<file path="src/rtl/key_matrix_scanner_if.sv">
`default_nettype none
// ============================================================================
// key_matrix_scanner_if : ports of the key matrix scanner (control, row lines
//                         in, column strobe and debounced key map out)
// Revision 1.0
// ============================================================================
interface key_matrix_scanner_if #(
  parameter int N = 8
);
  localparam int XW = $clog2(N) + 1;

  logic            ena;
  logic [N-1:0]    rows_in;
  logic [N-1:0]    cols;
  logic [XW-1:0]   x;
  logic [N*N-1:0]  keys;
  logic            changed;
  logic            frame_done;

  modport master (
    output ena, rows_in,
    input  cols, x, keys, changed, frame_done
  );

  modport slave (
    input  ena, rows_in,
    output cols, x, keys, changed, frame_done
  );
endinterface
`default_nettype wire

</file>
<file path="src/rtl/key_matrix_scanner.sv">
`default_nettype none
// ============================================================================
// key_matrix_scanner : column-strobed NxN key matrix reader with a 2-flop row
//                      synchronizer and per-key debounce counters
// Revision 1.0
// ============================================================================
module key_matrix_scanner #(
  parameter int N              = 8,
  parameter int SETTLE_CYCLES  = 4,
  parameter int DEBOUNCE_SCANS = 3
) (
  input  logic                clk,
  input  logic                rst,
  key_matrix_scanner_if.slave bus
);

  localparam int XW = $clog2(N) + 1;
  localparam int SW = $clog2(SETTLE_CYCLES + 1);
  localparam int DW = $clog2(DEBOUNCE_SCANS + 1);
  localparam logic [XW-1:0] LAST_X = XW'(N - 1);

  if (N < 1 || N > 8) begin : g_chk_n
    $error("key_matrix_scanner: N must be in 1..8");
  end
  if (SETTLE_CYCLES < 3) begin : g_chk_settle
    $error("key_matrix_scanner: SETTLE_CYCLES must be >= 3");
  end
  if (DEBOUNCE_SCANS < 1) begin : g_chk_debounce
    $error("key_matrix_scanner: DEBOUNCE_SCANS must be >= 1");
  end

  typedef enum logic [1:0] {
    IDLE   = 2'd0,
    DRIVE  = 2'd1,
    SAMPLE = 2'd2
  } state_t;

  state_t          state_q;
  logic [XW-1:0]   x_q;
  logic [SW-1:0]   cnt_q;
  logic [N-1:0]    cols_q;
  logic [N-1:0]    sync_q;
  logic [N-1:0]    rows_s_q;
  logic [N*N-1:0]  keys_q;
  logic [N*N-1:0]  keys_d;
  logic [DW-1:0]   dbc_q [N*N];
  logic [DW-1:0]   dbc_d [N*N];
  logic            changed_q;
  logic            changed_d;
  logic            frame_done_q;
  logic [XW-1:0]   x_d;

  assign x_d = (x_q == LAST_X) ? '0 : x_q + 1'b1;

  // Only the keys of the column currently being sampled may move.
  always_comb begin
    keys_d    = keys_q;
    changed_d = 1'b0;
    for (int i = 0; i < N * N; i++) begin
      dbc_d[i] = dbc_q[i];
    end
    if (state_q == SAMPLE) begin
      for (int r = 0; r < N; r++) begin
        for (int c = 0; c < N; c++) begin
          if (XW'(c) == x_q) begin
            if (rows_s_q[r] == keys_q[N*r+c]) begin
              dbc_d[N*r+c] = '0;
            end else if (dbc_q[N*r+c] == DW'(DEBOUNCE_SCANS - 1)) begin
              keys_d[N*r+c] = ~keys_q[N*r+c];
              dbc_d[N*r+c]  = '0;
              changed_d     = 1'b1;
            end else begin
              dbc_d[N*r+c] = dbc_q[N*r+c] + 1'b1;
            end
          end
        end
      end
    end
  end

  always_ff @(posedge clk) begin
    if (!rst) begin
      state_q      <= IDLE;
      x_q          <= '0;
      cnt_q        <= '0;
      cols_q       <= '0;
      sync_q       <= '0;
      rows_s_q     <= '0;
      keys_q       <= '0;
      changed_q    <= 1'b0;
      frame_done_q <= 1'b0;
      for (int i = 0; i < N * N; i++) begin
        dbc_q[i] <= '0;
      end
    end else begin
      sync_q       <= bus.rows_in;
      rows_s_q     <= sync_q;
      keys_q       <= keys_d;
      changed_q    <= changed_d;
      frame_done_q <= 1'b0;
      for (int i = 0; i < N * N; i++) begin
        dbc_q[i] <= dbc_d[i];
      end
      case (state_q)
        IDLE: begin
          if (bus.ena) begin
            state_q <= DRIVE;
            x_q     <= '0;
            cnt_q   <= '0;
            cols_q  <= N'(1);
          end
        end
        DRIVE: begin
          if (cnt_q == SW'(SETTLE_CYCLES - 1)) begin
            state_q <= SAMPLE;
          end else begin
            cnt_q <= cnt_q + 1'b1;
          end
        end
        SAMPLE: begin
          frame_done_q <= (x_q == LAST_X);
          if (bus.ena) begin
            state_q <= DRIVE;
            x_q     <= x_d;
            cnt_q   <= '0;
            cols_q  <= N'(1) << x_d;
          end else begin
            // Stopping always rewinds so the next scan begins at column 0.
            state_q <= IDLE;
            x_q     <= '0;
            cols_q  <= '0;
          end
        end
        default: begin
          state_q <= IDLE;
          x_q     <= '0;
          cols_q  <= '0;
        end
      endcase
    end
  end

  assign bus.cols       = cols_q;
  assign bus.x          = x_q;
  assign bus.keys       = keys_q;
  assign bus.changed    = changed_q;
  assign bus.frame_done = frame_done_q;

endmodule
`default_nettype wire

</file>
<file path="src/flat_wrapper.sv">
// flat-port wrapper written by rule: the top's interface ports become plain ports
module key_matrix_scanner_flat 
#(
  parameter int N              = 8,
  parameter int SETTLE_CYCLES  = 4,
  parameter int DEBOUNCE_SCANS = 3
)
  (clk, rst, bus_ena, bus_rows_in, bus_cols, bus_x, bus_keys, bus_changed, bus_frame_done);
  key_matrix_scanner_if #(.N(N)) bus_i ();
  input  logic clk;
  input  logic rst;
  input wire logic [$bits(bus_i.ena)-1:0] bus_ena;
  input wire logic [$bits(bus_i.rows_in)-1:0] bus_rows_in;
  output wire logic [$bits(bus_i.cols)-1:0] bus_cols;
  output wire logic [$bits(bus_i.x)-1:0] bus_x;
  output wire logic [$bits(bus_i.keys)-1:0] bus_keys;
  output wire logic [$bits(bus_i.changed)-1:0] bus_changed;
  output wire logic [$bits(bus_i.frame_done)-1:0] bus_frame_done;
  assign bus_i.ena = bus_ena;
  assign bus_i.rows_in = bus_rows_in;
  assign bus_cols = bus_i.cols;
  assign bus_x = bus_i.x;
  assign bus_keys = bus_i.keys;
  assign bus_changed = bus_i.changed;
  assign bus_frame_done = bus_i.frame_done;
  key_matrix_scanner #(.N(N), .SETTLE_CYCLES(SETTLE_CYCLES), .DEBOUNCE_SCANS(DEBOUNCE_SCANS)) u_core (.clk(clk), .rst(rst), .bus(bus_i));
endmodule
</file>
<file path="config.mk">
export PLATFORM = sky130hd
export DESIGN_NAME = key_matrix_scanner_flat
export DESIGN_NICKNAME = d
export VERILOG_FILES = /design/src/rtl/key_matrix_scanner_if.sv /design/src/rtl/key_matrix_scanner.sv /design/src/flat_wrapper.sv
export SDC_FILE = /design/constraint.sdc
export NUM_CORES = 1
export LEC_CHECK = 0
export ABC_AREA = 1
export CORE_UTILIZATION = 58
export CTS_CLUSTER_SIZE = 25
export DETAILED_ROUTE_END_ITERATION = 8
export PLACE_DENSITY = 0.8
export SYNTH_ARGS = -nofsm -noshare
export SYNTH_HDL_FRONTEND = slang
export SYNTH_SLANG_ARGS = --single-unit
export TNS_END_PERCENT = 1
</file>
<file path="constraint.sdc">
create_clock -name clk -period 1.9 [get_ports clk]
set_clock_uncertainty 0.15 [all_clocks]
set_input_delay 0.38 -clock clk [delete_from_list [all_inputs] [get_ports clk]]
set_output_delay 0.38 -clock clk [all_outputs]
set_load 0.02 [all_outputs]
</file>
==> results of run 1 <==
cells by family after synthesis:
family | share of synthesized area [%]
buffers and inverters | 10.6
DFF | 42.1
AOI/OAI and AO/OA | 22.9
and+or+nand+nor | 21.6
xor gates and xnor gates | 1.95
adders and majority gates | 0.811
cell usage in the layout, fill, tap and decap left out, drive strengths merged:
cell type,count
dfxtp,227
nor2,120
o32ai,1
clkinv,3
a311oi,28
o21ai,82
clkdlybuf4s50,9
bufinv,3
clkinvlp,2
inv,182
nand2,262
a211oi,82
clkbuf,38
and2,6
xor2,24
ha,7
a21oi,119
buf,94
nand4,3
nor3b,4
dlygate4sd2,74
clkdlybuf4s15,2
nor3,9
nand3,114
a31oi,82
worst max-delay path by stage:
stage / start / end
finish: u_core.bus.x[0] / u_core.dbc_q[0][32]
global route: u_core.bus.x[0] / u_core.dbc_q[0][32]
CTS: u_core.bus.x[0] / u_core.bus.changed
detailed placement: u_core.bus.x[1] / u_core.bus.changed
global placement: u_core.bus.x[1] / u_core.bus.changed
floorplan: u_core.bus.x[1] / u_core.dbc_q[0][47]
metal layers:
layer  share of wire [%]  vias up
met3                 9.2       93
met1                  42     4955
li1                    -     5130
met2                  45      521
met5                   0        -
met4                 4.4        0
per-stage QoR:
step,cell area [um^2],total power [mW]
floorplan,10800,5.11
global placement,12300,5.25
detailed placement,12300,5.25
CTS,13000,9.82
global route,13300,10.1
finish,13300,9.82
registers in the layout (all words and copies together), names as in the netlist:
name and flops:
u_core.bus.changed 1, u_core.bus.cols 8, u_core.bus.frame_done 1, u_core.bus.keys 64, u_core.bus.x 4, u_core.cnt_q 3, u_core.dbc_q 128, u_core.rows_s_q 8
u_core.state_q 2, u_core.sync_q 8
timing repair:
item,CTS,global route
pin swaps,2,15
endpoints found under the setup margin,111,101
gates resized for setup,87,39
gates cloned,0,6
buffers inserted,0,12
worst max-delay path: stages, from the launching register on:
cell and delay, ns:
dfxtp_4 0.37, inv_2 0.11, ha_4 0.17, inv_1 0.06, nor2_4 0.17, inv_1 0.09
nor2_4 0.14, buf_6 0.16, a31oi_1 0.10, a211oi_1 0.26
area by class of cell:
cell class	instances	area (um^2)	area share (%)
Clock inverter	8	120	0.904
Tap cell	229	287	2.16
Sequential cell	227	4550	34.3
Clock buffer	32	639	4.81
Inverter	182	701	5.28
Timing Repair Buffer	185	1760	13.2
Multi-Input combinational cell	943	5220	39.3
power by group:
part / total, mW / switching, mW / internal [mW]
Clock: 4.66 / 1.91 / 2.75
Sequential: 4.79 / 0.0145 / 4.78
Combinational: 0.364 / 0.259 / 0.105
==> summary.txt, run 1 <==
Floorplanning
  – Die H: 138 um
  – Chip Width: 138 um
  – Die area: 19,200 um^2
  – Core area: 18,100 um^2
  – Initial core utilization: 59.7%
  – Rows: 49
  – Ports: 89

Drt
  – DRC: 10
  – Wire per inst: 17.4 um
  – Antenna viol nets, final: 0
  – DRT iter0 DRCs: 1,085
  – Vias: 10,699
  – Drt total wl: 31,500 um
  – DRT Pass-1 Iters: 9
  – Routed vias/inst: 5.92

Synth
  – Syn_area_per_cell: 7.57 um^2
  – Cell variety after synth: 36
  – Register area share after synthesis: 42.1%
  – Top-count cell post-synth: nand2_1
  – Top FF cell, synth: dfxtp_1
  – Post-Syn Instances: 1,426
  – Number of synthesized flops with an enable pin: 0
  – Synth top area share: 42.1%
  – Asr flop ratio synth: 0%
  – Largest area contributor in the netlist: dfxtp_1
  – Synth cell count leaders: nand2_1, dfxtp_1, inv_1
  – Synth Warn #: 0
  – Post-Syn Area: 10,800 um^2
  – Post-Synthesis Net Count: 1,444
  – Dominant cells by area after synthesis: dfxtp_1, nand2_1, inv_1
  – #FFs+latches synth: 227

CTS
  – Max H-tree Level: 1
  – Hold Buf Count CTS: 0
  – Clock sink total: 227
  – Clk buf depth: 3
  – Clock Latency Late Sink: 0.51 ns
  – CTS tree: yes
  – Num CTS Buffers: 23
  – Reg clk slew, reported paths: 0.06 ns
  – CTS root buffer: clkbuf_16

Global route
  – Initial antenna violation count: 0
  – GRT Residual Overflow: 0
  – Largest net degree at the start of global routing: 69
  – Vias in the first global route: 9,435
  – GR Util met3: 5.23%
  – GR Layer Usage met1: 41.8%
  – Most Crowded Layer GR: met2
  – GR Layer Usage met2: 48.6%
  – Total GRT Usage: 31.0%
  – First-pass GRT wire length: 47,800 um

STA
  – RSZ-0062 raised after global routing: yes
  – Total negative slack: 0 ns
  – Crit share post-route: 99.6%
  – Post-route minimum period: 1.89 ns
  – Final setup viols: 0
  – Final hold slack: 0.0830 ns
  – Setup ws final: 0.00812 ns
  – Slew at the pin closest to its max-slew limit: 0.748 ns
  – Fin. max-slew vios: 0
  – Final hold vios: 0
  – Rel. slew slack: 49.9%
  – Achievable Freq: 0.529 GHz

Run status
  – Status: finished with violations
  – Failing checks: DRC

Final layout
  – Layout cells sized above 1: 13.3%
  – N_diodes: 0
  – Finished Layout Cells: 1,806
  – Synthesis-to-finish area growth: 23.0%
  – Core Util, Final: 73.4%
  – Filler Cells Inserted: 1,371
  – Final nets: 1,580

Place
  – RD Place Congestion: 0.859
  – Number of placed cells counting well taps: 1,748
  – HPWL after detailed placement: 20,400 um
  – Port Buf Inserts: 88
  – DP Worst Slack: -0.100 ns

Min path
  – Hold wc startpoint: rst
  – Worst hold path type: in2reg
  – WHS Path Cells: 3
  – WHS Endpoint: u_core.dbc_q[0][39]

Flow run
  – Maximum Capacitance Violations: 0

Power
  – Peak VDD IR: 0.634 mV
  – Pwr/cell area: 739 nW/um^2
  – Leakage: 5.66 nW

Critical path
  – WP data required: 2.15 ns
  – Flop-to-flop setup slack: 0.008 ns
  – CP Data Arrival Time: 2.14 ns
  – Critical Path Fanout Max: 10
  – FF-to-FF End: u_core.dbc_q[0][32]
  – R2R Path Start: u_core.bus.x[0]
  – Crit path capture type: flip-flop
  – Worst reg-to-reg path cell count: 9
  – Critical path class: reg2reg
  – Crit start category: flip-flop
(Power assumes the default switching activity.)
==> inputs of run 2 (changes only) <==
Settings changed: CORE_MARGIN set to 2, HOLD_SLACK_MARGIN set to 0.05.
==> summary.txt, run 2 (synthesis results as in run 1) <==
CTS
  – CTS root buffer: clkbuf_16
  – Hold Buf Count CTS: 0 (unchanged)
  – Num CTS Buffers: 24 (+4.3%)
  – CTS tree: yes
  – Clock Latency Late Sink: 0.51 ns (about the same)
  – Reg clk slew, reported paths: 0.06 ns (about the same)
  – Max H-tree Level: 1 (unchanged)
  – Clock sink total: 227 (unchanged)
  – Clk buf depth: 3 (unchanged)

Floorplanning
  – Die area: 19,700 um^2 (+2.9%)
  – Initial core utilization: 59.7% (unchanged)
  – Core area: 18,100 um^2 (unchanged)
  – Die H: 140 um (+1.4%)
  – Ports: 89 (unchanged)
  – Chip Width: 140 um (+1.4%)
  – Rows: 49 (unchanged)

Min path
  – Worst hold path type: in2reg

Power
  – Combinational Power Share: 3.8% (about the same)
  – Switch Pwr: 2.12 mW (-2.8%)
  – Peak VDD IR: 0.664 mV (+4.7%)
  – Sw frac: 21.6% (-0.61 points)
  – Sequential Power Share: 48.8% (about the same)
  – Clock power share: 47.3% (-0.2 points)
  – Leakage: 5.60 nW (-1.1%)
  – Pwr/cell area: 746 nW/um^2 (+0.87%)
  – Pint: 7.69 mW (+0.71%)

STA
  – RSZ-0062 raised after global routing: yes
  – Slew at the pin closest to its max-slew limit: 0.763 ns (+0.0150 ns)
  – Final hold vios: 0 (unchanged)
  – Post-route minimum period: 1.90 ns (+0.00574 ns)
  – Final setup viols: 0 (unchanged)
  – Crit share post-route: 99.9% (+0.30 points)
  – Total negative slack: 0 ns (unchanged)
  – Achievable Freq: 0.527 GHz (-0.30%)
  – Final hold slack: 0.0991 ns (+0.0160 ns)
  – Rel. slew slack: 48.9% (-1.0 points)
  – Fin. max-slew vios: 0 (unchanged)

Global route
  – Total GRT Usage: 29.8% (-1.2 points)
  – Vias in the first global route: 9,342 (-0.99%)
  – Largest net degree at the start of global routing: 68 (-1.4%)
  – GRT Residual Overflow: 0 (unchanged)
  – First-pass GRT wire length: 47,600 um (-0.36%)
  – Initial antenna violation count: 0 (unchanged)

Drt
  – Drt total wl: 31,000 um (-1.7%)
  – Routed vias/inst: 5.89 (-0.55%)
  – DRC: 0 (-10)
  – Wire per inst: 17.3 um (-1.1%)
  – DRT Pass-1 Iters: 6 (-3)
  – Vias: 10,575 (-1.2%)
  – DRT iter0 DRCs: 1,043 (-3.9%)
  – Antenna viol nets, final: 0 (unchanged)

Critical path
  – Worst reg-to-reg path cell count: 13 (+4)
  – Crit path capture type: flip-flop
  – Critical path class: reg2reg
  – Slowest CP cell: dfxtp_4
  – R2R Path Start: u_core.bus.x[0]
  – Critical Path Fanout Max: 6 (-4)
  – CP delay by family, top: simple AND/OR/NAND/NOR gates
  – CP Launch Point: u_core.bus.x[0]
  – WP depth: 13 (+4)
  – Worst path buffer plus inverter count: 2 (-2)
  – CP cell instances: inv_2 -> ha_4 -> nand3_4 -> buf_12 -> nor2_1 -> nand2_1 -> nand2_1 -> nor2_2 -> nand2_1 -> nor2_1 -> nand2_1 -> nor2_1 -> nor2_1
  – Crit start category: flip-flop
  – CP peak stage delay: 0.37 ns (about the same)
  – WP data required: 2.20 ns (+0.05 ns)
  – Flop-to-flop setup slack: 0.002 ns (about the same)
  – Crit path to: u_core.bus.changed
  – CP Data Arrival Time: 2.20 ns (+0.06 ns)
  – FF-to-FF End: u_core.bus.changed

Final layout
  – Commonest non-fill, non-tap cell in the layout: nand2_1
  – Synthesis-to-finish area growth: 21.9%
  – Design area: 13,200 um^2 (-0.92%)
  – Most frequent cells in the layout: nand2_1, dfxtp_1, inv_1
  – N_diodes: 0 (unchanged)
  – Largest register FFs: 128 (unchanged)
  – Finished Layout Cells: 1,795 (-0.61%)
  – Core Util, Final: 72.7% (-0.68 points)
  – Layout cells sized above 1: 13.2% (-0.098 points)
  – Final nets: 1,570 (-0.63%)
  – Biggest register: u_core.dbc_q

Place
  – DP Area: 12,200 um^2 (-0.14%)
  – Number of placed cells counting well taps: 1,744 (-0.23%)
  – HPWL after detailed placement: 20,600 um (+0.73%)
  – RD Place Congestion: 0.919 (+7.0%)
  – Port Buf Inserts: 88 (unchanged)

Run status
  – Status: complete, no violations

Flow run
  – Maximum Capacitance Violations: 0 (unchanged)
==> run 2: changes by cell type in the layout (fill, tap and decap cells not counted), moves of 3 or more <==
cell / before / now
buf_4: 75 / 71
clkbuf_8: 3 / 7
buf_6: 4 / 1
nor2_2: 4 / 8
clkinv_2: 3 / 0
nor2_1: 102 / 99
==> run 2: worst reg2reg max path: stages (launching register included) <==
cell	delay, ns
dfxtp_4	0.37
inv_2	0.12
ha_4	0.19
nand3_4	0.12
buf_12	0.16
nor2_1	0.17
nand2_1	0.13
nand2_1	0.12
nor2_2	0.05
nand2_1	0.06
nor2_1	0.04
nand2_1	0.05
nor2_1	0.04
nor2_1	0.08
==> run 2: how the worst min path moves through the flow <==
stage          cells after the start              from                   to  slack (ns)
2_1_floorplan                      2  u_core.sync_q[0]   u_core.rows_s_q[0]        0.24
3_3_place_gp                       2  u_core.sync_q[6]   u_core.rows_s_q[6]        0.24
3_5_place_dp                       2  u_core.sync_q[1]   u_core.rows_s_q[1]        0.25
4_1_cts                            3               rst  u_core.dbc_q[1][41]        0.08
5_1_grt                            3               rst  u_core.bus.keys[26]         0.1
6_report                           3               rst  u_core.dbc_q[1][41]         0.1
==> run 2: power by group through the flow <==
| stage | Clock [mW] | Sequential, mW | Combinational, mW |
|---|---|---|---|
| global route | 4.85 | 4.79 | 0.405 |
| global placement | 0 | 4.90 | 0.358 |
| detailed placement | 0 | 4.90 | 0.364 |
| CTS | 4.67 | 4.79 | 0.364 |
| floorplan | 0 | 4.90 | 0.209 |
| finish | 4.64 | 4.79 | 0.377 |
==> run 2: metrics by stage <==
step                setup WS [ns]  total power [mW]
global placement           -0.108              5.26
floorplan                 0.00961              5.11
finish                    0.00237              9.81
detailed placement         -0.153              5.27
global route              -0.0794              10.0
CTS                       -0.0452              9.83
==> run 2: what timing repair did <==
| action | CTS | global route |
|---|---|---|
| setup buffers | 0 | 9 |
| gates cloned | 0 | 2 |
| gates resized for setup | 88 | 41 |
| endpoints found under the hold margin | 0 | 0 |
| setup endpoints to repair | 113 | 113 |
| pin swaps | 1 | 9 |
==> run 2: layout make-up <==
type                            count  area (um^2)
Multi-Input combinational cell    943         5230
Fill cell                        1375         4930
Sequential cell                   227         4560
Timing Repair Buffer              174         1600
Clock buffer                       39          748
Inverter                          182          706
Tap cell                          229          287
Clock inverter                      1         30.0
==> run 2: metal layers <==
layer	track usage [%]	vias up	share of wire, %
met1	40.9	4898	42
met2	47.8	482	45
li1	-	5115	-
met4	11.0	0	3.7
met5	0	-	0
met3	4.51	80	8.9
==> inputs of run 3 (changes only) <==
Settings changed: CORE_UTILIZATION 58 to 53, PLACE_DENSITY 0.8 to 0.77, SLEW_MARGIN set to 20.
Clock period 1.9 ns to 1.7 ns, I/O delays scaled along.
==> summary.txt, run 3 (synthesis results as in run 1) <==
Run status
  – Status: finished with violations
  – Failing checks: setup timing

Final layout
  – Reg area: 4580 um^2 (+0.49%)
  – Commonest non-fill, non-tap cell in the layout: nand2_1
  – Biggest register: u_core.dbc_q
  – Filler Cells Inserted: 1,535 (+12%)
  – Multi-input logic area: 5460 um^2 (+4.3%)
  – Synthesis-to-finish area growth: 30.9%
  – Finished Layout Cells: 1,899 (+5.8%)
  – Largest register FFs: 128 (unchanged)
  – Layout cells sized above 1: 24.1% (+11 points)
  – Most frequent cells in the layout: nand2_1, dfxtp_1, inv_1
  – Final nets: 1,630 (+3.8%)
  – N_diodes: 0 (unchanged)

Min path
  – Worst hold path type: in2reg

CTS
  – CTS tree: yes
  – Clock sink total: 227 (unchanged)
  – Hold Buf Count CTS: 0 (unchanged)
  – Num CTS Buffers: 25 (+4.2%)
  – Clock Latency Late Sink: 0.52 ns (about the same)
  – Reg clk slew, reported paths: 0.06 ns (about the same)
  – Clk buf depth: 3 (unchanged)
  – CTS root buffer: clkbuf_16
  – Max H-tree Level: 1 (unchanged)

Drt
  – DRT iter0 DRCs: 804 (-23%)
  – DRT Pass-1 Iters: 5 (-1)
  – Wire per inst: 16.7 um (-3.3%)
  – Vias: 10,737 (+1.5%)
  – Antenna viol nets, final: 0 (unchanged)
  – DRC: 0 (unchanged)
  – Routed vias/inst: 5.65 (-4.0%)
  – Drt total wl: 31,700 um (+2.3%)

Place
  – RD Place Congestion: 0.892 (-2.9%)
  – Number of placed cells counting well taps: 1,850 (+6.1%)
  – Port Buf Inserts: 88 (unchanged)
  – HPWL after detailed placement: 20,900 um (+1.9%)

Global route
  – Vias in the first global route: 9,788 (+4.8%)
  – GRT Residual Overflow: 0 (unchanged)
  – Initial antenna violation count: 0 (unchanged)
  – First-pass GRT wire length: 49,100 um (+3.1%)
  – Largest net degree at the start of global routing: 65 (-4.4%)
  – Total GRT Usage: 27.9% (-1.9 points)

Critical path
  – Critical path class: reg2reg
  – Critical Path Fanout Max: 5 (-1)
  – WP data required: 1.96 ns (-0.24 ns)
  – Crit start category: flip-flop
  – Crit path capture type: flip-flop
  – CP Data Arrival Time: 2.21 ns (about the same)

Floorplanning
  – Initial core utilization: 53.7% (-6.0 points)
  – Core area: 20,100 um^2 (+11%)
  – Ports: 89 (unchanged)
  – Die area: 21,500 um^2 (+9.2%)
  – Rows: 52 (+6.1%)
  – Die H: 147 um (+4.5%)
  – Chip Width: 147 um (+4.5%)

STA
  – Fin. max-slew vios: 0 (unchanged)
  – Crit share post-route: 115% (+15 points)
  – Rel. slew slack: 49.4% (+0.47 points)
  – Total negative slack: -7.23 ns (-7.23 ns)
  – Slew at the pin closest to its max-slew limit: 0.756 ns (-0.00707 ns)
  – RSZ-0062 raised after global routing: yes
  – Setup ws final: -0.252 ns (-0.254 ns)
  – Final hold vios: 0 (unchanged)
  – Achievable Freq: 0.512 GHz (-2.8%)
  – Post-route minimum period: 1.95 ns (+0.0540 ns)
  – Final setup viols: 111 (+111)

Power
  – Peak VDD IR: 0.773 mV (+17%)
  – Leakage: 5.71 nW (+1.9%)
  – Pwr/cell area: 789 nW/um^2 (+5.8%)

Flow run
  – Maximum Capacitance Violations: 0 (unchanged)
==> run 3: layout make-up <==
class | count | area share (%)
sequential | 227 | 32.4
timing repair buffer | 234 | 16.0
tap | 270 | 2.39
inverter | 182 | 4.98
clock buffer | 40 | 5.25
clock inverter | 4 | 0.345
multi-input combinational | 942 | 38.6
==> run 3: metal layers <==
layer  wire length, um  track usage, %
met5                 0               0
met3              2170            3.94
met4              1640            13.5
met2             14600            46.2
met1             13300            35.9
==> run 3: worst max-delay path: stages (launching register included) <==
cell and delay (ns):
dfxtp_4 0.38, clkinvlp_4 0.15, ha_4 0.23, nand3_4 0.13, nor2_1 0.07, nand2_1 0.06
nand2_1 0.12, nor2_2 0.15, nand2_2 0.07, nor2_2 0.13, nand2_1 0.06, nor2_1 0.08
nor2_1 0.04
==> run 3: power breakdown <==
group	switching, mW	leakage [nW]	internal, mW	total, mW
combinational	0.308	3.48	0.179	0.487
clock	2.19	0.388	3.12	5.31
sequential	0.0157	1.84	5.34	5.36
total	2.51	5.71	8.64	11.2
==> run 3: through the flow <==
stage	util [%]	total power [mW]	area, um^2	hold WS, ns	setup WS, ns
after detailed placement	64.2	5.94	12900	0.248	-0.259
after global routing	70.3	11.4	14100	0.201	-0.329
after floorplan	-	5.71	10800	0.240	-0.0130
final	70.3	11.2	14100	0.169	-0.252
after global placement	64.2	5.93	12900	0.245	-0.228
after CTS	68.6	11.2	13800	0.150	-0.232
==> run 3: what timing repair did <==
item / 4_1_cts / 5_1_grt
hold endpoints to repair: 0 / 0
cloned: 0 / 1
endpoints found under the setup margin: 217 / 231
gates resized for setup: 226 / 149
pin swaps: 3 / 20
setup buffers: 0 / 4
==> run 3: path summary, 6_finish.rpt <==
check,startpoint,endpoint,slack [ns],cells after the start
worst min-delay path,rst,u_core.bus.keys[60],0.17,3
worst max-delay path,u_core.bus.x[0],u_core.bus.changed,-0.25,12
worst min register to register,u_core.sync_q[3],u_core.rows_s_q[3],0.26,2
worst max register to register,u_core.bus.x[0],u_core.bus.changed,-0.25,12
